**config.mk**
```make
export PLATFORM = sky130hd
export DESIGN_NAME = mem_line_initiator
export DESIGN_NICKNAME = d
export VERILOG_FILES = /design/src/rtl/mem_line_initiator_pkg.sv /design/src/rtl/mem_line_initiator_req_arbiter.sv /design/src/rtl/mem_line_initiator.sv
export SDC_FILE = /design/constraint.sdc
export NUM_CORES = 1
export LEC_CHECK = 0
export BUFFER_PORTS_ARGS = -buffer_cell sky130_fd_sc_hd__buf_2
export CAP_MARGIN = 20
export CORE_AREA = 5 5 241 243
export DETAILED_ROUTE_END_ITERATION = 8
export DIE_AREA = 0 0 246 248
export PLACE_DENSITY = 0.52
export SLEW_MARGIN = 25
export SYNTH_ARGS = -nofsm -noshare
export SYNTH_HDL_FRONTEND = slang
export SYNTH_SLANG_ARGS = --single-unit
export TNS_END_PERCENT = 30
```
**constraint.sdc**
```tcl
create_clock -name clka -period 13.88 [get_ports clka]
set_input_delay 0 -clock clka [delete_from_list [all_inputs] [get_ports clka]]
set_output_delay 0 -clock clka [all_outputs]
set_load 0.01 [all_outputs]
```
**src/rtl/mem_line_initiator_pkg.sv**
```systemverilog
// rtl/mem_line_initiator_pkg.sv - shared types and helpers for the line memory initiator
// Purpose: bus widths, line access type, FSM state encoding and the line-align helper.
// Ports: none (package).
package mem_line_initiator_pkg;

   localparam int         LINE_W     = 128;
   localparam int         ADDR_W     = 32;
   localparam logic [1:0] MTYPE_LINE = 2'b11;

   typedef enum logic [1:0] {
      IDLE = 2'd0,
      BUSY = 2'd1,
      RESP = 2'd2
   } state_t;

   // A line is 16 bytes, so the byte offset within the line is dropped.
   function automatic logic [ADDR_W-1:0] line_align(input logic [ADDR_W-1:0] a);
      return {a[ADDR_W-1:4], 4'b0000};
   endfunction

endpackage

```
**src/rtl/mem_line_initiator_req_arbiter.sv**
```systemverilog
// rtl/mem_line_initiator_req_arbiter.sv - fixed-priority two-input request select
// Purpose: input a (demand) always wins over input b (prefetch) while enabled.
// Ports: en (arbitration allowed), a_valid/b_valid requests, a_ready/b_ready grants,
//        latch_en (a request is taken this cycle), sel_b (taken request is from b).
module mem_line_initiator_req_arbiter (
   input  logic en,
   input  logic a_valid,
   input  logic b_valid,
   output logic a_ready,
   output logic b_ready,
   output logic latch_en,
   output logic sel_b
);

   assign a_ready  = en;
   assign b_ready  = en & ~a_valid;
   // Only meaningful together with latch_en: with a idle, the taken request must be b.
   assign sel_b    = ~a_valid;
   assign latch_en = en & (a_valid | b_valid);

endmodule

```
**src/rtl/mem_line_initiator.sv**
```systemverilog
// rtl/mem_line_initiator.sv - initiator for the 128-bit line memory interface
// Purpose: arbitrates demand and prefetch line requests, drives the memory bus for a
//          fixed LAT cycles, then returns the line data with the request tag.
//          Optional macro MEM_INIT_PF_FILTER_EN drops prefetches that hit the last
//          demand refill line and adds the pf_drop_cnt output.
// Ports: clka/rst clock and async reset; dq_* demand request; pq_* prefetch request;
//        rs_* response; mem_* line memory bus; pf_drop_cnt (filter build only).
module mem_line_initiator
   import mem_line_initiator_pkg::*;
#(
   parameter int LAT   = 4,
   parameter int TAG_W = 4
) (
   input  logic              clka,
   input  logic              rst,
   input  logic              dq_valid,
   output logic              dq_ready,
   input  logic              dq_we,
   input  logic [ADDR_W-1:0] dq_addr,
   input  logic [LINE_W-1:0] dq_data,
   input  logic [TAG_W-1:0]  dq_tag,
   input  logic              pq_valid,
   output logic              pq_ready,
   input  logic [ADDR_W-1:0] pq_addr,
   input  logic [TAG_W-1:0]  pq_tag,
   output logic              rs_valid,
   input  logic              rs_ready,
   output logic [LINE_W-1:0] rs_data,
   output logic [TAG_W-1:0]  rs_tag,
   output logic              rs_pf,
   output logic              rs_we,
`ifdef MEM_INIT_PF_FILTER_EN
   output logic [15:0]       pf_drop_cnt,
`endif
   output logic [ADDR_W-1:0] mem_addr,
   output logic [LINE_W-1:0] mem_din,
   output logic              mem_we,
   output logic [1:0]        mem_mtype,
   input  logic [LINE_W-1:0] mem_dout
);

   localparam logic [3:0] CNT_INIT = 4'(LAT - 1);

   state_t            state_q, state_d;
   logic [3:0]        cnt_q;
   logic [ADDR_W-1:0] addr_q;
   logic [LINE_W-1:0] data_q;
   logic [LINE_W-1:0] rdata_q;
   logic [TAG_W-1:0]  tag_q;
   logic              we_q;
   logic              pf_q;

   logic arb_en;
   logic latch_en;
   logic sel_pf;
   logic drop;
   logic issue;
   logic expire;

   assign arb_en = (state_q == IDLE);

   mem_line_initiator_req_arbiter u_arb (
      .en       (arb_en),
      .a_valid  (dq_valid),
      .b_valid  (pq_valid),
      .a_ready  (dq_ready),
      .b_ready  (pq_ready),
      .latch_en (latch_en),
      .sel_b    (sel_pf)
   );

`ifdef MEM_INIT_PF_FILTER_EN
   logic [ADDR_W-1:0] last_line_q;
   logic              last_vld_q;

   // A prefetch of the line a demand refill just fetched is redundant.
   assign drop = latch_en & sel_pf & last_vld_q & (line_align(pq_addr) == last_line_q);

   always_ff @(posedge clka or posedge rst) begin
      if (rst) begin
         last_line_q <= '0;
         last_vld_q  <= 1'b0;
         pf_drop_cnt <= '0;
      end else begin
         if (latch_en & ~sel_pf & ~dq_we) begin
            last_line_q <= line_align(dq_addr);
            last_vld_q  <= 1'b1;
         end
         if (drop && (pf_drop_cnt != 16'hFFFF)) begin
            pf_drop_cnt <= pf_drop_cnt + 16'd1;
         end
      end
   end
`else
   assign drop = 1'b0;
`endif

   // A dropped prefetch is still handshaken but never leaves IDLE.
   assign issue  = latch_en & ~drop;
   assign expire = (state_q == BUSY) && (cnt_q == 4'd0);

   always_ff @(posedge clka or posedge rst) begin
      if (rst) begin
         state_q <= IDLE;
      end else begin
         state_q <= state_d;
      end
   end

   // mem_we is decoded from state so that reset removes it without waiting for a clock.
   always_comb begin
      state_d  = state_q;
      rs_valid = 1'b0;
      mem_we   = 1'b0;
      case (state_q)
         IDLE: begin
            if (issue) begin
               state_d = BUSY;
            end
         end
         BUSY: begin
            if (expire) begin
               mem_we  = we_q;
               state_d = RESP;
            end
         end
         RESP: begin
            rs_valid = 1'b1;
            if (rs_ready) begin
               state_d = IDLE;
            end
         end
         default: state_d = IDLE;
      endcase
   end

   always_ff @(posedge clka or posedge rst) begin
      if (rst) begin
         addr_q  <= '0;
         data_q  <= '0;
         tag_q   <= '0;
         we_q    <= 1'b0;
         pf_q    <= 1'b0;
         cnt_q   <= 4'd0;
         rdata_q <= '0;
      end else begin
         if (issue) begin
            addr_q <= sel_pf ? line_align(pq_addr) : line_align(dq_addr);
            data_q <= sel_pf ? '0 : dq_data;
            tag_q  <= sel_pf ? pq_tag : dq_tag;
            we_q   <= ~sel_pf & dq_we;
            pf_q   <= sel_pf;
            cnt_q  <= CNT_INIT;
         end else if ((state_q == BUSY) && (cnt_q != 4'd0)) begin
            cnt_q <= cnt_q - 4'd1;
         end
         if (expire) begin
            rdata_q <= we_q ? '0 : mem_dout;
         end
      end
   end

   // The request latch doubles as the bus drive and the response fields, which keeps
   // them stable from issue until the response handshake.
   assign mem_addr  = addr_q;
   assign mem_din   = data_q;
   assign mem_mtype = MTYPE_LINE;
   assign rs_data   = rdata_q;
   assign rs_tag    = tag_q;
   assign rs_pf     = pf_q;
   assign rs_we     = we_q;

endmodule

```
### Word-level counts from Yosys, hierarchy flattened

Cells that the tools add are included.

* mux-type cells: 13
* reductions and logical operators: 7
* eq/ne operators: 5
* bitwise logic cells: 5
* add/subtract/negate cells: 1

Operators by type and width (count)
* $mux 128: 2
* $mux 32: 1
* $mux 4: 3
* $mux 2: 3
* $ne 2x2->1 const B: 3
* $pmux 2 s3: 1
* $logic_not 4->1: 1
* $reduce_bool 4->1: 1
* $sub 4x1->4 const B: 1
* $and 1x1->1: 3
* $mux 1: 3
* $reduce_and 3->1: 1
* $eq 2x1->1 const B: 1
* $eq 2x2->1 const B: 1
* $logic_and 1x1->1: 2
* $logic_not 2->1: 1
* $reduce_bool 2->1: 1
* $not 1->1: 1
* $or 1x1->1: 1

* bits of input ports: 334
* bits in registers: 300
* output and inout port bits: 300

### Logic depth before layout (Yosys ltp)

Gate-level depths: netlist (run 1).

* depth in word-level cells: 4
* mapped depth: 8
* depth with buffers taken out: 5

### Hierarchy

From an unflattened synthesis (run 1), not the netlist that was laid out.

* cell total of the unflattened synthesis: 1149
* area, all modules: 12896.1 um^2

Modules (own cells, without submodules)
* mem_line_initiator: area each 12871.1 um^2, times used 1, seq. area each 7407.1 um^2, cells each 1145
* mem_line_initiator_req_arbiter: area each 25.0 um^2, times used 1, seq. area each 0.0 um^2, cells each 4

### Worst setup path after synthesis (run 1)

OpenSTA, ideal clock, no wires.

* kind: register -> register
* from: reg cnt_q[0]
* to: reg rdata_q[0] (netlist: rs_data[0])
* slack: 11.721 ns
* stages on the path, launching flop included: 9
* buffers on the path: 3
* arrival: 2.034 ns
* data required time: 13.755 ns
* clock period less this slack: 2.159 ns
* library setup time: 0.125 ns
* path through: dfrtp_1 -> inv_1 -> ha_1 -> or3b_4 -> or3_1 -> buf_2 -> buf_8 -> buf_8 -> mux2_4

* cells in the longest elaborated chain, start to end: 2

Ends and longest elaborated chain
* start, declared: RTL line mem_line_initiator.sv:45 `logic [3:0] cnt_q;`
* start signal, assigned: RTL line mem_line_initiator.sv:155 `cnt_q <= cnt_q - 4'd1;`
* $logic_not 4->1: RTL line mem_line_initiator.sv:100 `assign expire = (state_q == BUSY) && (cnt_q == 4'd0);`
* $logic_and 1x1->1: RTL line mem_line_initiator.sv:100
* end signal, assigned: RTL line mem_line_initiator.sv:158 `rdata_q <= we_q ? '0 : mem_dout;`
* end, declared: RTL line mem_line_initiator.sv:48 `logic [LINE_W-1:0] rdata_q;`

No other way between the ends.
A chain may end at the register's enable or synchronous reset.

### Final worst setup path (run 1)

* from: reg cnt_q[0]
* to: reg rdata_q[39] (netlist: rs_data[39])

Same word-level chain as after synthesis.

==> results.toml, run 1 <==
[floorplan]
die_w_um = 246
dieHeight_um = 248
io_pins = 634
row_count = 87
core_area_um2 = 55730
die-area_um2 = 61010
start_util_pct = 22.41

[clocking]
cts-buffers-inserted = 36
cts_sinks = 296
clock_path_buffers = 3
cts_hold_buf = 324
cts_tree = "done"
clk_pin_slew_ns = 0.06
post_cts_resized = 0
clk_latency_ns = 0.53
cts_setup_buffers = 0
cts_htree_levels = 2
cts_root_buf = "clkbuf_16"

[synthesis]
synth_compound_area_share_pct = 12.05
yosysWarningCount = 0
syn-mean-instance-area_um2 = 13.91
synth_area_um2 = 12490
syn_inst = 898
synthFlopType = "dfrtp_1"
synth-simple-area-share_pct = 7.284
synth_edf_count = 0
synth_top_family_by_area = "multiplexers"
async_flop_share_pct = 100.0
seq_area_frac_synth_pct = 59.31
synth_fa_ha_area_share_pct = 0.2004
synth_cell_types = 29
synth_xor_area_share_pct = 0
synth-seq-cells = 296
muxShareOfSynthArea_pct = 17.21

[grt]
grt-ovfl-total = 0
grt_usage_pct = 13.64
grt_pass1_vias = 11890
grt_first_pass_wirelength_um = 67190
grt_max_degree = 118
antenna_found_initial = 2

[pwr]
ir_drop_uv = 104.7
power_density_nw_per_um2 = 212.8
finalPower_w = 0.004399
leakagePower_nw = 10.47
netSwitchingPower_w = 0.001576
power_frac_clock_pct = 21.6
intPower_w = 0.002823
swShare_pct = 35.82
pwr-share-comb_pct = 42.3
power_frac_seq_pct = 36.1

[routing]
wire_per_inst_um = 17.16
drtIter0Drc = 377
vias = 10880
route.detailed.drc = 0
vias_per_cell = 4.185
ant_nets = 0
wirelength_um = 44590
drt_pass1_iterations = 4

[place]
place_hpwl_um = 29350
pre_cts_ws_ns = 10.29
gp_congestion = 0.7783
port_buffers = 619

[final_layout]
area_growth_pct = 65.56
fillers = 5347
fin_util_pct = 37.10
nets = 2152
drive_above_1_share_pct = 44.73

[timing]
setup_slack_ns = 10.26
grt_setup_unrepaired = "no"
holdWs_ns = 0.2206
period_share_pct = 26.07
relSlewSlack_pct = 28.38
hold_viol = 0
setup-tns-final_ns = 0
setup_viol = 0
min_period_ns = 3.619
worst_pin_slew_ns = 1.074
fmax_mhz = 276.4
drv_slew = 0
skew_ns = 0.01452

[min_path]
hp-start = "dq_data[104]"
hp-class = "in -> reg"
hold_end = "mem_din[104]$_DFFE_PP0P_"
hold_path_depth = 3

[setup_path]
r2r_slack_ns = 10.26
critPathMaxFanout = 60
arrival_ns = 4.03
rr_worst_depth = 7
worst_r2r_endpoint = "rs_data[39]$_DFFE_PP0P_"
critPathKind = "reg -> reg"
worst_ep_required_time_ns = 14.29
start_kind = "register"
cp-end-kind = "register"
worstReg2RegStart = "cnt_q[0]$_DFFE_PP0P_"

[run]
cap_violations = 0

[status]
run_status = "finished, final reports clean"
-- state kept, by name (all words and copies together) (netlist names) --
signal	cells
rs_tag	4
mem_addr	28
cnt_q	4
rs_data	128
rs_we	1
state_q	2
mem_din	128
rs_pf	1
-- power groups by stage --
stage	Combinational (W)	Sequential (W)	Clock [W]
after floorplan	0.000897	0.00174	0
after global placement	0.00178	0.00158	0
after detailed placement	0.00181	0.00158	0
after CTS	0.00188	0.00158	0.000989
after global routing	0.00201	0.00164	0.00102
final	0.00186	0.00159	0.000950
-- cell usage after synthesis, types with 6 or more instances --
| library cell | n | area (um^2) |
|---|---|---|
| a22o_1 | 129 | 1130 |
| buf_2 | 15 | 75.07 |
| a21oi_1 | 67 | 335.3 |
| mux2_2 | 30 | 337.8 |
| inv_1 | 6 | 22.52 |
| nor2b_1 | 129 | 807.0 |
| dfrtp_1 | 296 | 7407 |
| mux2_4 | 98 | 1471 |
| buf_4 | 6 | 45.04 |
| clkbuf_1 | 47 | 176.4 |
| mux2i_1 | 34 | 340.3 |
| buf_8 | 10 | 150.1 |
-- cell usage in the layout, fill, tap and decap left out, types with 2 or more instances in the layout --
cell type / instances
a21oi_1: 67
a22o_1: 129
buf_2: 619
buf_4: 11
bufinv_16: 2
clkbuf_1: 8
clkbuf_16: 38
clkbuf_8: 7
clkinv_2: 7
conb_1: 6
dfrtp_1: 295
dlygate4sd3_1: 325
ha_1: 2
inv_1: 5
mux2_2: 30
mux2_4: 98
mux2i_1: 34
nand2_1: 3
nor2_1: 2
nor2b_1: 129
nor3_1: 4
o21ai_0: 4
-- layout make-up --
class	count	area, um^2	share of cell area, %
Tap cell	756	945.9	4.575
Clock buffer	53	1077	5.210
Timing Repair Buffer	956	6461	31.25
Multi-Input combinational cell	520	4629	22.39
Clock inverter	11	118.9	0.5749
Antenna cell	1	2.502	0.01210
Inverter	6	30.03	0.1452
Sequential cell	296	7411	35.84
-- worst max-delay path by stage --
stage                         start  slack [ns]                       to
2_1_floorplan                   rst        5.70     cnt_q[0]$_DFFE_PP0P_
3_3_place_gp   cnt_q[0]$_DFFE_PP0P_       10.34  rs_data[86]$_DFFE_PP0P_
3_5_place_dp   cnt_q[0]$_DFFE_PP0P_       10.29  rs_data[14]$_DFFE_PP0P_
4_1_cts        cnt_q[0]$_DFFE_PP0P_       10.26  rs_data[39]$_DFFE_PP0P_
5_1_grt        cnt_q[0]$_DFFE_PP0P_       10.11  rs_data[85]$_DFFE_PP0P_
6_report       cnt_q[0]$_DFFE_PP0P_       10.26  rs_data[39]$_DFFE_PP0P_
-- worst max-delay path, stage by stage (launching register included) --
cell and delay, ns:
dfrtp_1 0.39, inv_1 0.08, ha_1 0.22, or3b_4 0.26, or3_4 0.33, buf_4 0.84, buf_4 0.86, mux2_4 0.35
-- cell families (layout without fill, tap and decap cells) --
group                    Yosys count  after routing
buffers and inverters             86           1026
AND/OR/NAND/NOR                  148            148
multiplexers                     162            162
flip-flops                       296            296
other                              2              7
adder cells (fa/ha/maj)            2              2
AO/OA/AOI/OAI                    202            202
-- through the flow --
step,area [um^2],std cells
final,20680,2599
after global routing,20680,2599
after CTS,20640,2596
after detailed placement,16200,2208
after global placement,16200,2208
after floorplan,12500,902
-- layer usage --
layer	vias to the layer above	track usage (%)	routed length [um]
met4	2	4.874	1346
met2	449	23.46	21900
met3	89	4.652	3779
met1	5325	15.91	17550
li1	5011	-	-
met5	-	0	13
No activity file was read; power rests on OpenSTA's default activity.
==> run 2, diff against run 1 <==
- ABC_AREA: default -> 1
- clock period: 13.88 -> 3.55 ns (I/O delays scaled with it)
==> results.toml, run 2 <==
[pwr]
netSwitchingPower_w = 0.006099
pwr-share-comb_pct = 40.2
ir_drop_uv = 454.1
finalPower_w = 0.01566
leakagePower_nw = 10.98
swShare_pct = 38.94
intPower_w = 0.009561
power_density_nw_per_um2 = 769.3
power_frac_clock_pct = 23.5
power_frac_seq_pct = 36.4

[synthesis]
synth_cell_types = 20
synth-seq-cells = 296
synthFlopType = "dfrtp_1"
yosysWarningCount = 0
yosysTopAreaCellShare_pct = 61.07
synth_area_um2 = 12130
seq_area_frac_synth_pct = 61.07
synth_edf_count = 0
synth.most_common_cell = "nand2_1"
synthTopCellsByArea = "dfrtp_1 61%, nand2_1 18%, nand3_1 5.6%, o21ai_1 5.5%, o21ai_0 2.6%"
syn-mean-instance-area_um2 = 8.783
async_flop_share_pct = 100.0
yosysTopAreaCell = "dfrtp_1"
syn_inst = 1381
yosys-top-cells-count = "588 x nand2_1, 296 x dfrtp_1, 136 x nand3_1"

[final_layout]
area_growth_pct = 67.83
fillers = 5559
nets = 2621
layout_common_cells = "618 x buf_2, 588 x nand2_1, 330 x dlygate4sd3_1"
mostFrequentLayoutCell = "buf_2"
drive_above_1_share_pct = 30.35
fin_area_um2 = 20360

[routing]
drtIter0Drc = 480
drt_pass1_iterations = 5
vias_per_cell = 4.174
wire_per_inst_um = 15.25
route.detailed.drc = 0
vias = 12800
wirelength_um = 46790
ant_nets = 0

[floorplan]
core_area_um2 = 55730
die-area_um2 = 61010
io_pins = 634
start_util_pct = 21.76
die_w_um = 246
dieHeight_um = 248
row_count = 87

[grt]
grt_usage_pct = 14.26
antenna_found_initial = 1
grt_pass1_vias = 13390
grt_first_pass_wirelength_um = 70790
grt-ovfl-total = 0
grt_max_degree = 202

[timing]
min_period_ns = 2.716
fmax_mhz = 368.2
worst_pin_slew_ns = 1.136
holdWs_ns = 0.03742
period_share_pct = 76.50
hold_viol = 0
skew_ns = 0.01249
relSlewSlack_pct = 24.28
grt_setup_unrepaired = "no"
setup_viol = 0
drv_slew = 0
setup-tns-final_ns = 0

[setup_path]
start_kind = "register"
cp-end-kind = "primary output"
critPathKind = "reg -> out"
worst_ep_required_time_ns = 3.55
critPathMaxFanout = 145
arrival_ns = 2.72

[clocking]
cts_root_buf = "clkbuf_16"
cts_sinks = 296
clock_path_buffers = 3
cts_hold_buf = 330
cts_htree_levels = 2
clk_pin_slew_ns = 0.06
cts_setup_buffers = 0
cts-buffers-inserted = 36
clk_latency_ns = 0.52
post_cts_resized = 0
cts_tree = "done"

[status]
run_status = "finished, final reports clean"

[place]
port_buffers = 619
place_hpwl_um = 31100
postPlaceCellArea_um2 = 15860
gp_congestion = 0.8115

[min_path]
hp-class = "in -> reg"

[run]
cap_violations = 0
## run 2: changes by cell type after synthesis, sizes merged, moves of 67 or more
cell   change
a21oi     -67
a22o     -129
nor2b    -129
mux2     -128
o21ai    +191
nand2    +585
nand3    +135
## run 2: layout make-up
cell class	instances	area, um^2	area share, %
flip-flops and latches	296	7407	36.39
repair buffers	968	6638	32.61
multi-input cells	940	3998	19.64
clock buffers	56	1107	5.440
well taps	756	945.9	4.647
inverters	43	172.7	0.8482
clock inverters	7	85.08	0.4180
diodes	1	2.502	0.01229
## run 2: power by group through the flow
| stage | logic (W) | registers, W | clock network [W] |
|---|---|---|---|
| 6_report | 0.00629 | 0.00569 | 0.00368 |
| 5_1_grt | 0.00700 | 0.00587 | 0.00397 |
| 4_1_cts | 0.00635 | 0.00568 | 0.00383 |
| 3_5_place_dp | 0.00603 | 0.00570 | 0 |
| 3_3_place_gp | 0.00594 | 0.00566 | 0 |
| 2_1_floorplan | 0.00272 | 0.00637 | 0 |
## run 2: path summary, 6_finish.rpt
kind	from	endpoint	slack, ns	cells past startpoint
worst max-delay path	cnt_q[0]$_DFFE_PP0P_	mem_we	0.83	8
worst min-delay path	dq_valid	mem_din[29]$_DFFE_PP0P_	0.04	3
worst max register to register	cnt_q[0]$_DFFE_PP0P_	rs_data[120]$_DFFE_PP0P_	1.13	8
worst min register to register	mem_din[96]$_DFFE_PP0P_	mem_din[96]$_DFFE_PP0P_	0.46	2
max in group asynchronous	rst	mem_din[4]$_DFFE_PP0P_	2.34	4
min in group asynchronous	rst	rs_data[67]$_DFFE_PP0P_	0.24	3
## run 2: critical path, cell delays in order, from the launching register on
cell	delay, ns
dfrtp_1	0.37
inv_1	0.13
ha_1	0.17
nand2_1	0.06
nor2_1	0.32
nand2_8	0.42
buf_12	0.38
nor2_1	0.14
buf_2	0.15
## run 2: stage by stage
step,util (%),cells,setup WS (ns)
after global placement,28.45,2673,1.276
after CTS,36.52,3066,0.7122
after floorplan,-,1385,-0.3811
final,36.52,3067,0.8341
after global routing,36.52,3067,0.5402
after detailed placement,28.45,2673,1.230
## run 2: logic make-up after synthesis
group,share of synthesized area (%)
and+or+nand+nor,24.27
AOI/OAI and AO/OA,8.108
DFF,61.07
other,0.06192
adders and majority gates,0.2063
buffers and inverters,6.210
xor gates and xnor gates,0.07222
## run 2: layer usage
layer / wire length [um] / vias up / GRT usage (%)
met1: 18020 / 5959 / 16.22
li1: - / 6204 / -
met3: 4152 / 101 / 4.771
met2: 22760 / 538 / 24.63
met4: 1856 / 0 / 6.055
met5: 0 / - / 0
